[config.mk]
export PLATFORM = sky130hd
export DESIGN_NAME = winograd_acc
export DESIGN_NICKNAME = d
export VERILOG_FILES = /design/src/rtl/winograd_acc.sv
export SDC_FILE = /design/constraint.sdc
export NUM_CORES = 1
export LEC_CHECK = 0
export BUFFER_PORTS_ARGS = -buffer_cell sky130_fd_sc_hd__buf_2
export CORE_MARGIN = 2
export CORE_UTILIZATION = 60
export DETAILED_ROUTE_END_ITERATION = 12
export PLACE_DENSITY = 0.81
export SLEW_MARGIN = 5
export SYNTH_ARGS = -nofsm -noshare
export SYNTH_HDL_FRONTEND = slang
export SYNTH_SLANG_ARGS = --single-unit
[constraint.sdc]
create_clock -name clk_i -period 5.68 [get_ports clk_i]
set_input_delay 0.284 -clock clk_i [delete_from_list [all_inputs] [get_ports clk_i]]
set_output_delay 0.284 -clock clk_i [all_outputs]
set_load 0.03 [all_outputs]
[src/rtl/winograd_acc.sv]
// winograd_acc: sums the two signed Winograd lane results across a channel
// group terminated by a last flag, and holds each completed group's sums,
// beat count and sticky overflow in a one-entry valid/ready output register.
module winograd_acc #(
    parameter int unsigned IN_SIZE  = 21,
    parameter int unsigned ACC_SIZE = 32,
    parameter int unsigned CNT_SIZE = 16
) (
    input  logic                       clk_i,
    input  logic                       rst_ni,
    input  logic                       in_valid_i,
    output logic                       in_ready_o,
    input  logic                       in_last_i,
    input  logic signed [IN_SIZE-1:0]  in_i [0:1],
    output logic                       out_valid_o,
    input  logic                       out_ready_i,
    output logic signed [ACC_SIZE-1:0] out_o [0:1],
    output logic [CNT_SIZE-1:0]        out_cnt_o,
    output logic                       out_ovf_o
);

    // EMPTY: no beat of the current group accepted yet, so acc/cnt/ovf are masked.
    typedef enum logic [0:0] {
        ST_EMPTY = 1'b0,
        ST_BUSY  = 1'b1
    } state_e;

    localparam logic [CNT_SIZE-1:0] CNT_ONE = CNT_SIZE'(1'b1);
    localparam logic [CNT_SIZE-1:0] CNT_MAX = {CNT_SIZE{1'b1}};

    // Sign-extend an input sample to accumulator width.
    function automatic logic [ACC_SIZE-1:0] sext_in(input logic [IN_SIZE-1:0] v);
        logic [ACC_SIZE-1:0] r;
        r = {ACC_SIZE{v[IN_SIZE-1]}};
        r[IN_SIZE-1:0] = v;
        return r;
    endfunction

    // Two's-complement add overflow: equal operand signs, result sign differs.
    function automatic logic add_ovf(input logic [ACC_SIZE-1:0] a,
                                     input logic [ACC_SIZE-1:0] b,
                                     input logic [ACC_SIZE-1:0] s);
        return (a[ACC_SIZE-1] == b[ACC_SIZE-1]) && (s[ACC_SIZE-1] != a[ACC_SIZE-1]);
    endfunction

    // Saturating increment of the beat counter.
    function automatic logic [CNT_SIZE-1:0] sat_inc(input logic [CNT_SIZE-1:0] c);
        logic [CNT_SIZE-1:0] r;
        if (c == CNT_MAX) begin
            r = CNT_MAX;
        end else begin
            r = c + CNT_ONE;
        end
        return r;
    endfunction

    // Architectural state
    state_e                     state_q;
    logic [ACC_SIZE-1:0]        acc_q [0:1];
    logic [CNT_SIZE-1:0]        cnt_q;
    logic                       ovf_q;
    logic                       out_valid_q;
    logic [ACC_SIZE-1:0]        out_q [0:1];
    logic [CNT_SIZE-1:0]        out_cnt_q;
    logic                       out_ovf_q;

    // Next-state datapath values
    logic                       in_ready_s;
    logic                       accept_s;
    logic                       pop_s;
    logic                       empty_s;
    logic [ACC_SIZE-1:0]        base_s   [0:1];
    logic [ACC_SIZE-1:0]        addend_s [0:1];
    logic [ACC_SIZE-1:0]        sum_d    [0:1];
    logic [1:0]                 lane_ovf_s;
    logic [CNT_SIZE-1:0]        cnt_base_s;
    logic [CNT_SIZE-1:0]        cnt_d;
    logic                       ovf_d;

    // Handshake decode: ready depends only on the output register and out_ready_i.
    always_comb begin
        in_ready_s = (!out_valid_q) | out_ready_i;
        accept_s   = in_valid_i & in_ready_s;
        pop_s      = out_valid_q & out_ready_i;
        empty_s    = (state_q == ST_EMPTY);
    end

    // Per-lane masked accumulate with overflow detection.
    always_comb begin
        for (int k = 0; k < 2; k++) begin
            if (empty_s) begin
                base_s[k] = {ACC_SIZE{1'b0}};
            end else begin
                base_s[k] = acc_q[k];
            end
            addend_s[k]   = sext_in(in_i[k]);
            sum_d[k]      = base_s[k] + addend_s[k];
            lane_ovf_s[k] = add_ovf(base_s[k], addend_s[k], sum_d[k]);
        end
    end

    // Beat counter and sticky overflow for the group including this beat.
    always_comb begin
        if (empty_s) begin
            cnt_base_s = {CNT_SIZE{1'b0}};
            ovf_d      = |lane_ovf_s;
        end else begin
            cnt_base_s = cnt_q;
            ovf_d      = ovf_q | (|lane_ovf_s);
        end
        cnt_d = sat_inc(cnt_base_s);
    end

    // Group FSM, accumulators and the one-entry output register.
    always_ff @(posedge clk_i or negedge rst_ni) begin
        if (!rst_ni) begin
            state_q     <= ST_EMPTY;
            acc_q[0]    <= {ACC_SIZE{1'b0}};
            acc_q[1]    <= {ACC_SIZE{1'b0}};
            cnt_q       <= {CNT_SIZE{1'b0}};
            ovf_q       <= 1'b0;
            out_valid_q <= 1'b0;
            out_q[0]    <= {ACC_SIZE{1'b0}};
            out_q[1]    <= {ACC_SIZE{1'b0}};
            out_cnt_q   <= {CNT_SIZE{1'b0}};
            out_ovf_q   <= 1'b0;
        end else begin
            case (state_q)
                ST_EMPTY: begin
                    if (accept_s && !in_last_i) begin
                        state_q <= ST_BUSY;
                    end else begin
                        state_q <= ST_EMPTY;
                    end
                end
                ST_BUSY: begin
                    if (accept_s && in_last_i) begin
                        state_q <= ST_EMPTY;
                    end else begin
                        state_q <= ST_BUSY;
                    end
                end
                default: begin
                    state_q <= ST_EMPTY;
                end
            endcase

            if (accept_s && !in_last_i) begin
                // Mid-group beat: fold into the running sums.
                for (int k = 0; k < 2; k++) begin
                    acc_q[k] <= sum_d[k];
                end
                cnt_q <= cnt_d;
                ovf_q <= ovf_d;
            end else begin
                cnt_q <= cnt_q;
                ovf_q <= ovf_q;
            end

            if (accept_s && in_last_i) begin
                // Group complete: load result; a simultaneous pop leaves valid high.
                for (int k = 0; k < 2; k++) begin
                    out_q[k] <= sum_d[k];
                end
                out_cnt_q   <= cnt_d;
                out_ovf_q   <= ovf_d;
                out_valid_q <= 1'b1;
            end else if (pop_s) begin
                out_valid_q <= 1'b0;
            end else begin
                out_valid_q <= out_valid_q;
            end
        end
    end

    assign in_ready_o  = in_ready_s;
    assign out_valid_o = out_valid_q;
    assign out_o[0]    = out_q[0];
    assign out_o[1]    = out_q[1];
    assign out_cnt_o   = out_cnt_q;
    assign out_ovf_o   = out_ovf_q;

endmodule

# ---- Word-level counts from Yosys, hierarchy flattened
# Cells that the tools add are included.
dict set report totals {
  out_inout_bits 83
  word_cells 41
  inputBits 47
  ff_bits 164
}
dict set report classes {
  n_eq_ne 5
  n_addsub 3
  reduce_logical 8
  mux 10
  bitwise_logic 5
}
# cell count
set ops {}
lappend ops {{$add A32 B32 Y32} 2}
lappend ops {{$mux W32} 2}
lappend ops {{$mux W16} 2}
lappend ops {{$add A16 B1 Y16 const B} 1}
lappend ops {{$eq A16 B16 Y1 const B} 1}
lappend ops {{$mux W1} 5}
lappend ops {{$logic_and A1 B1 Y1} 4}
lappend ops {{$and A1 B1 Y1} 2}
lappend ops {{$eq A1 B1 Y1} 2}
lappend ops {{$logic_not A1 Y1} 2}
lappend ops {{$ne A1 B1 Y1} 2}
lappend ops {{$or A1 B1 Y1} 2}
lappend ops {{$pmux W1 S2} 1}
lappend ops {{$reduce_bool A2 Y1} 1}
lappend ops {{$reduce_or A2 Y1} 1}
lappend ops {{$not A1 Y1} 1}

# ---- Longest topological paths before layout
dict set report depth {
  depth_word 7
  ltp_mapped 14
  depth_no_buf 11
}

# ---- Worst setup path after synthesis
# Ideal clock, no wire load.
dict set report synth_path {
  path_type {register to register}
  startpoint {register with a tool-made name}
  endpoint {register acc_q[23] (netlist bit)}
  period_less_slack_ns 3.303
  setup_ns 0.125
  path_buffers 4
  t_required_ns 5.555
  stages_incl_launch_ff 15
  slack_ns 2.377
  arrival_ns 3.178
  cell_sequence {dfrtp_1 -> buf_2 -> clkbuf_1 -> clkbuf_1 -> and2_1 -> ha_1 -> a211oi_1 -> o211ai_1 -> a41o_1 -> a41o_1 -> buf_2 -> a21oi_1 -> o21ai_0 -> xor2_1 -> mux2_2}
}
# element line
set synth_rtl {}
lappend synth_rtl {{end signal, assigned by index} 151} ;# acc_q[k] <= sum_d[k];
lappend synth_rtl {{end, declared} 59} ;# logic [ACC_SIZE-1:0] acc_q [0:1];

==> results.cfg <==
[logic_synthesis]
synthCells = 1166
yosysUniqueCellTypes = 73
yosys_warnings = 0
netlist_top_cells_area = dfrtp_1 (40%), nand2_1 (9.3%), ha_1 (7.6%), mux2_2 (5.6%), and2_1 (4.4%)
yosys.area.top_type = dfrtp_1
ys.flop_type = dfrtp_1
avgSynthCellArea_um2 = 8.85
synth_fp_nets = 1278
async_reset_ff_frac = 1.00
syn_area_um2 = 10300
ys_seq_area_frac = 0.398
synth_edf_count = 0
synth_seq_cells = 164
synth_top_area_frac = 0.398

[route]
wire_per_inst_um = 16.0
ant_nets = 0
routed_wl_um = 24100
vias_per_cell = 5.81
drt_iter0_drc = 576
routed-via-count = 8722
dr.pass1.iters = 5
drc = 0

[pwr]
max-vdd-ir-drop_mv = 0.264
p_leak_nw = 5.73
power_density_nw_per_um2 = 525

[cts]
htreeDepth = 4
path_clk_slew_ns = 0.06
clkLatencyLatePin_ns = 0.43
clock-root-buffer = clkbuf_16
clock_path_buffers = 2
cts_tree = built
cts_num_sinks = 164
cts_buffers = 17

[floorplan]
core_um2 = 16700
initial_utilization = 0.618
die_y_um = 135
die_w_um = 135
rows = 47
die-area_um2 = 18300
ioPinCount = 130

[placement]
port_buffers = 129
globalplace.congestion = 0.919
pre_cts_ws_ns = 1.81
dp_hpwl_um = 16400
dpl_cell_area_um2 = 11100

[worst_setup_path]
arrival_ns = 4.24
critPathKind = reg -> reg
critical_path.cell_chain = buf_4 -> and2_1 -> ha_1 -> nand4_1 -> nor3_2 -> nand2_1 -> nor2_1 -> nand4_1 -> o21ai_0 -> a31oi_1 -> o21ai_0
required_ns = 6.02
worst_setup_path_end_kind = flop
path_max_fanout = 55
critPathLaunchType = flop
crit_path_max_incr_delay_ns = 0.93
crit_path_top_delay_cell = dfrtp_2

[grt]
grt_usage = 0.270
grt_overflow_total = 0
antenna_found_initial = 0
grt_pass1_vias = 8353
grt_start_max_net_pins = 98
grt_pass1_wl_um = 40300

[sta]
period_share = 0.687
hold_ws_ns = 0.154
max_slew_margin = 0.410
setup_violations = 0
min_period_ns = 3.90
finalSetupTns_ns = 0
fin_skew_ns = 0.0105
fin_ws_ns = 1.78
max_slew.worst_pin.slew_ns = 0.885
finalHoldViolCount = 0
max_freq_ghz = 0.256
rsz0062_at_grt = no
drv_slew = 0

[final_layout]
synthToLayoutAreaGrowth_pct = 13.0
diodes = 0
fin_util = 0.699
final_area_um2 = 11700
drive_gt1_frac = 0.187
nNetsFinal = 1380

[hold_path]
hp-class = in -> reg
min_from = in_valid_i

[status]
outcome = finished, final reports clean

[flow_run]
cap_violations = 0
## flip-flops by register name, summed over array words and instances (netlist names), named ones only
register     count
acc_q           64
cnt_q           16
out_cnt_o       16
out_o           64
out_ovf_o        1
out_valid_o      1
ovf_q            1
## placed cells by master (no fill, tap or decap), types with 3 or more instances in the layout
cell type   instances
dfrtp_1           163
nand2b_1            6
o21a_1              5
ha_1               63
a22oi_1             3
nor3b_1             4
o21bai_1           11
a21o_1             35
o21ai_0            78
nand2_1           256
clkinvlp_4          5
or2_2               4
mux2i_1             3
nand4_1            15
a211oi_1            5
o31ai_1             5
or4_1               4
or3_1               3
inv_1              15
o21ai_1             5
o211ai_1            9
and2_1             72
a31oi_1            20
nor2_1             52
and3_1             11
xnor2_1            37
clkbuf_16          17
buf_2             128
xor2_1             27
nor2b_1             3
a21oi_1            62
nand3_1            20
o311ai_0            4
nor3_1             11
clkbuf_1            3
buf_4               6
a211o_1             3
mux2_2             51
## cell usage after synthesis (15+ instances only)
cell type and instances:
inv_1 15, a31oi_1 20, clkbuf_1 43, ha_1 63
o21ai_0 78, mux2_2 51, xor2_1 27, a21o_1 35
nand2_1 256, xnor2_1 37, nand3_1 21, and2_1 72
dfrtp_1 164, nand4_1 15, nor2_1 53, a21oi_1 62
## worst max-delay path, delay by kind of cell (launching register included)
family / cells / cell delay, ns
buf+inv: 1 / 0.51
compound gates: 3 / 0.52
simple gates: 6 / 1.60
fa+ha+maj: 1 / 0.23
flops: 1 / 0.93
## through the flow
stage | std cells | power, mW
final | 1501 | 6.12
after global routing | 1501 | 6.56
after CTS | 1501 | 6.13
after detailed placement | 1468 | 5.00
after global placement | 1468 | 4.92
after floorplan | 1166 | 4.24
## layout make-up
cell class	count	area, um2
inverter	15	56.3
clock inverter	11	104
timing repair buffer	136	707
tap	220	275
multi-input combinational	934	5970
sequential	164	4110
fill	1360	5030
clock buffer	21	450
## cell families after synthesis
kind of cell               after synthesis  synth area share
adders and majority gates               65            0.0802
muxes                                   54            0.0585
AOI/OAI and AO/OA                      275             0.170
buffers and inverters                   68            0.0254
xor gates and xnor gates                64            0.0543
DFF                                    164             0.398
and+or+nand+nor                        476             0.214
## per-layer routing
| metal | part of all wire | GRT usage | wire length, um | up-vias |
|---|---|---|---|---|
| met5 | 0 | 0 | 0 | - |
| met4 | 0.013 | 0.0694 | 311 | 0 |
| met3 | 0.056 | 0.0471 | 1340 | 36 |
| met2 | 0.47 | 0.434 | 11200 | 267 |
| met1 | 0.47 | 0.384 | 11200 | 4132 |
| li1 | - | - | - | 4287 |
## final timing paths
| kind | endpoint | slack [ns] | depth (start not counted) |
|---|---|---|---|
| min in group asynchronous | out_o[20] | 0.50 | 2 |
| hold / removal | flop | 0.15 | 3 |
| setup / recovery | out_cnt_o[5] | 1.78 | 11 |
| hold reg to reg | out_o[3] | 0.47 | 2 |
| max in group asynchronous | async pin | 3.79 | 3 |
| setup reg to reg | out_cnt_o[5] | 1.78 | 11 |
## report_power, final
part | internal (mW) | leakage [nW] | switching (mW)
clock network | 0.616 | 0.256 | 0.486
logic | 1.20 | 3.46 | 1.91
registers | 1.64 | 2.01 | 0.262
total | 3.46 | 5.73 | 2.66
## what timing repair did
| item | 4_1_cts | 5_1_grt |
|---|---|---|
| gates resized for setup | 0 | 0 |
| hold buffers | 1 | 0 |
| setup endpoints to repair | 0 | 0 |
| setup buffers | 0 | 0 |
| hold endpoints to repair | 32 | 0 |
(Power assumes the default switching activity.)
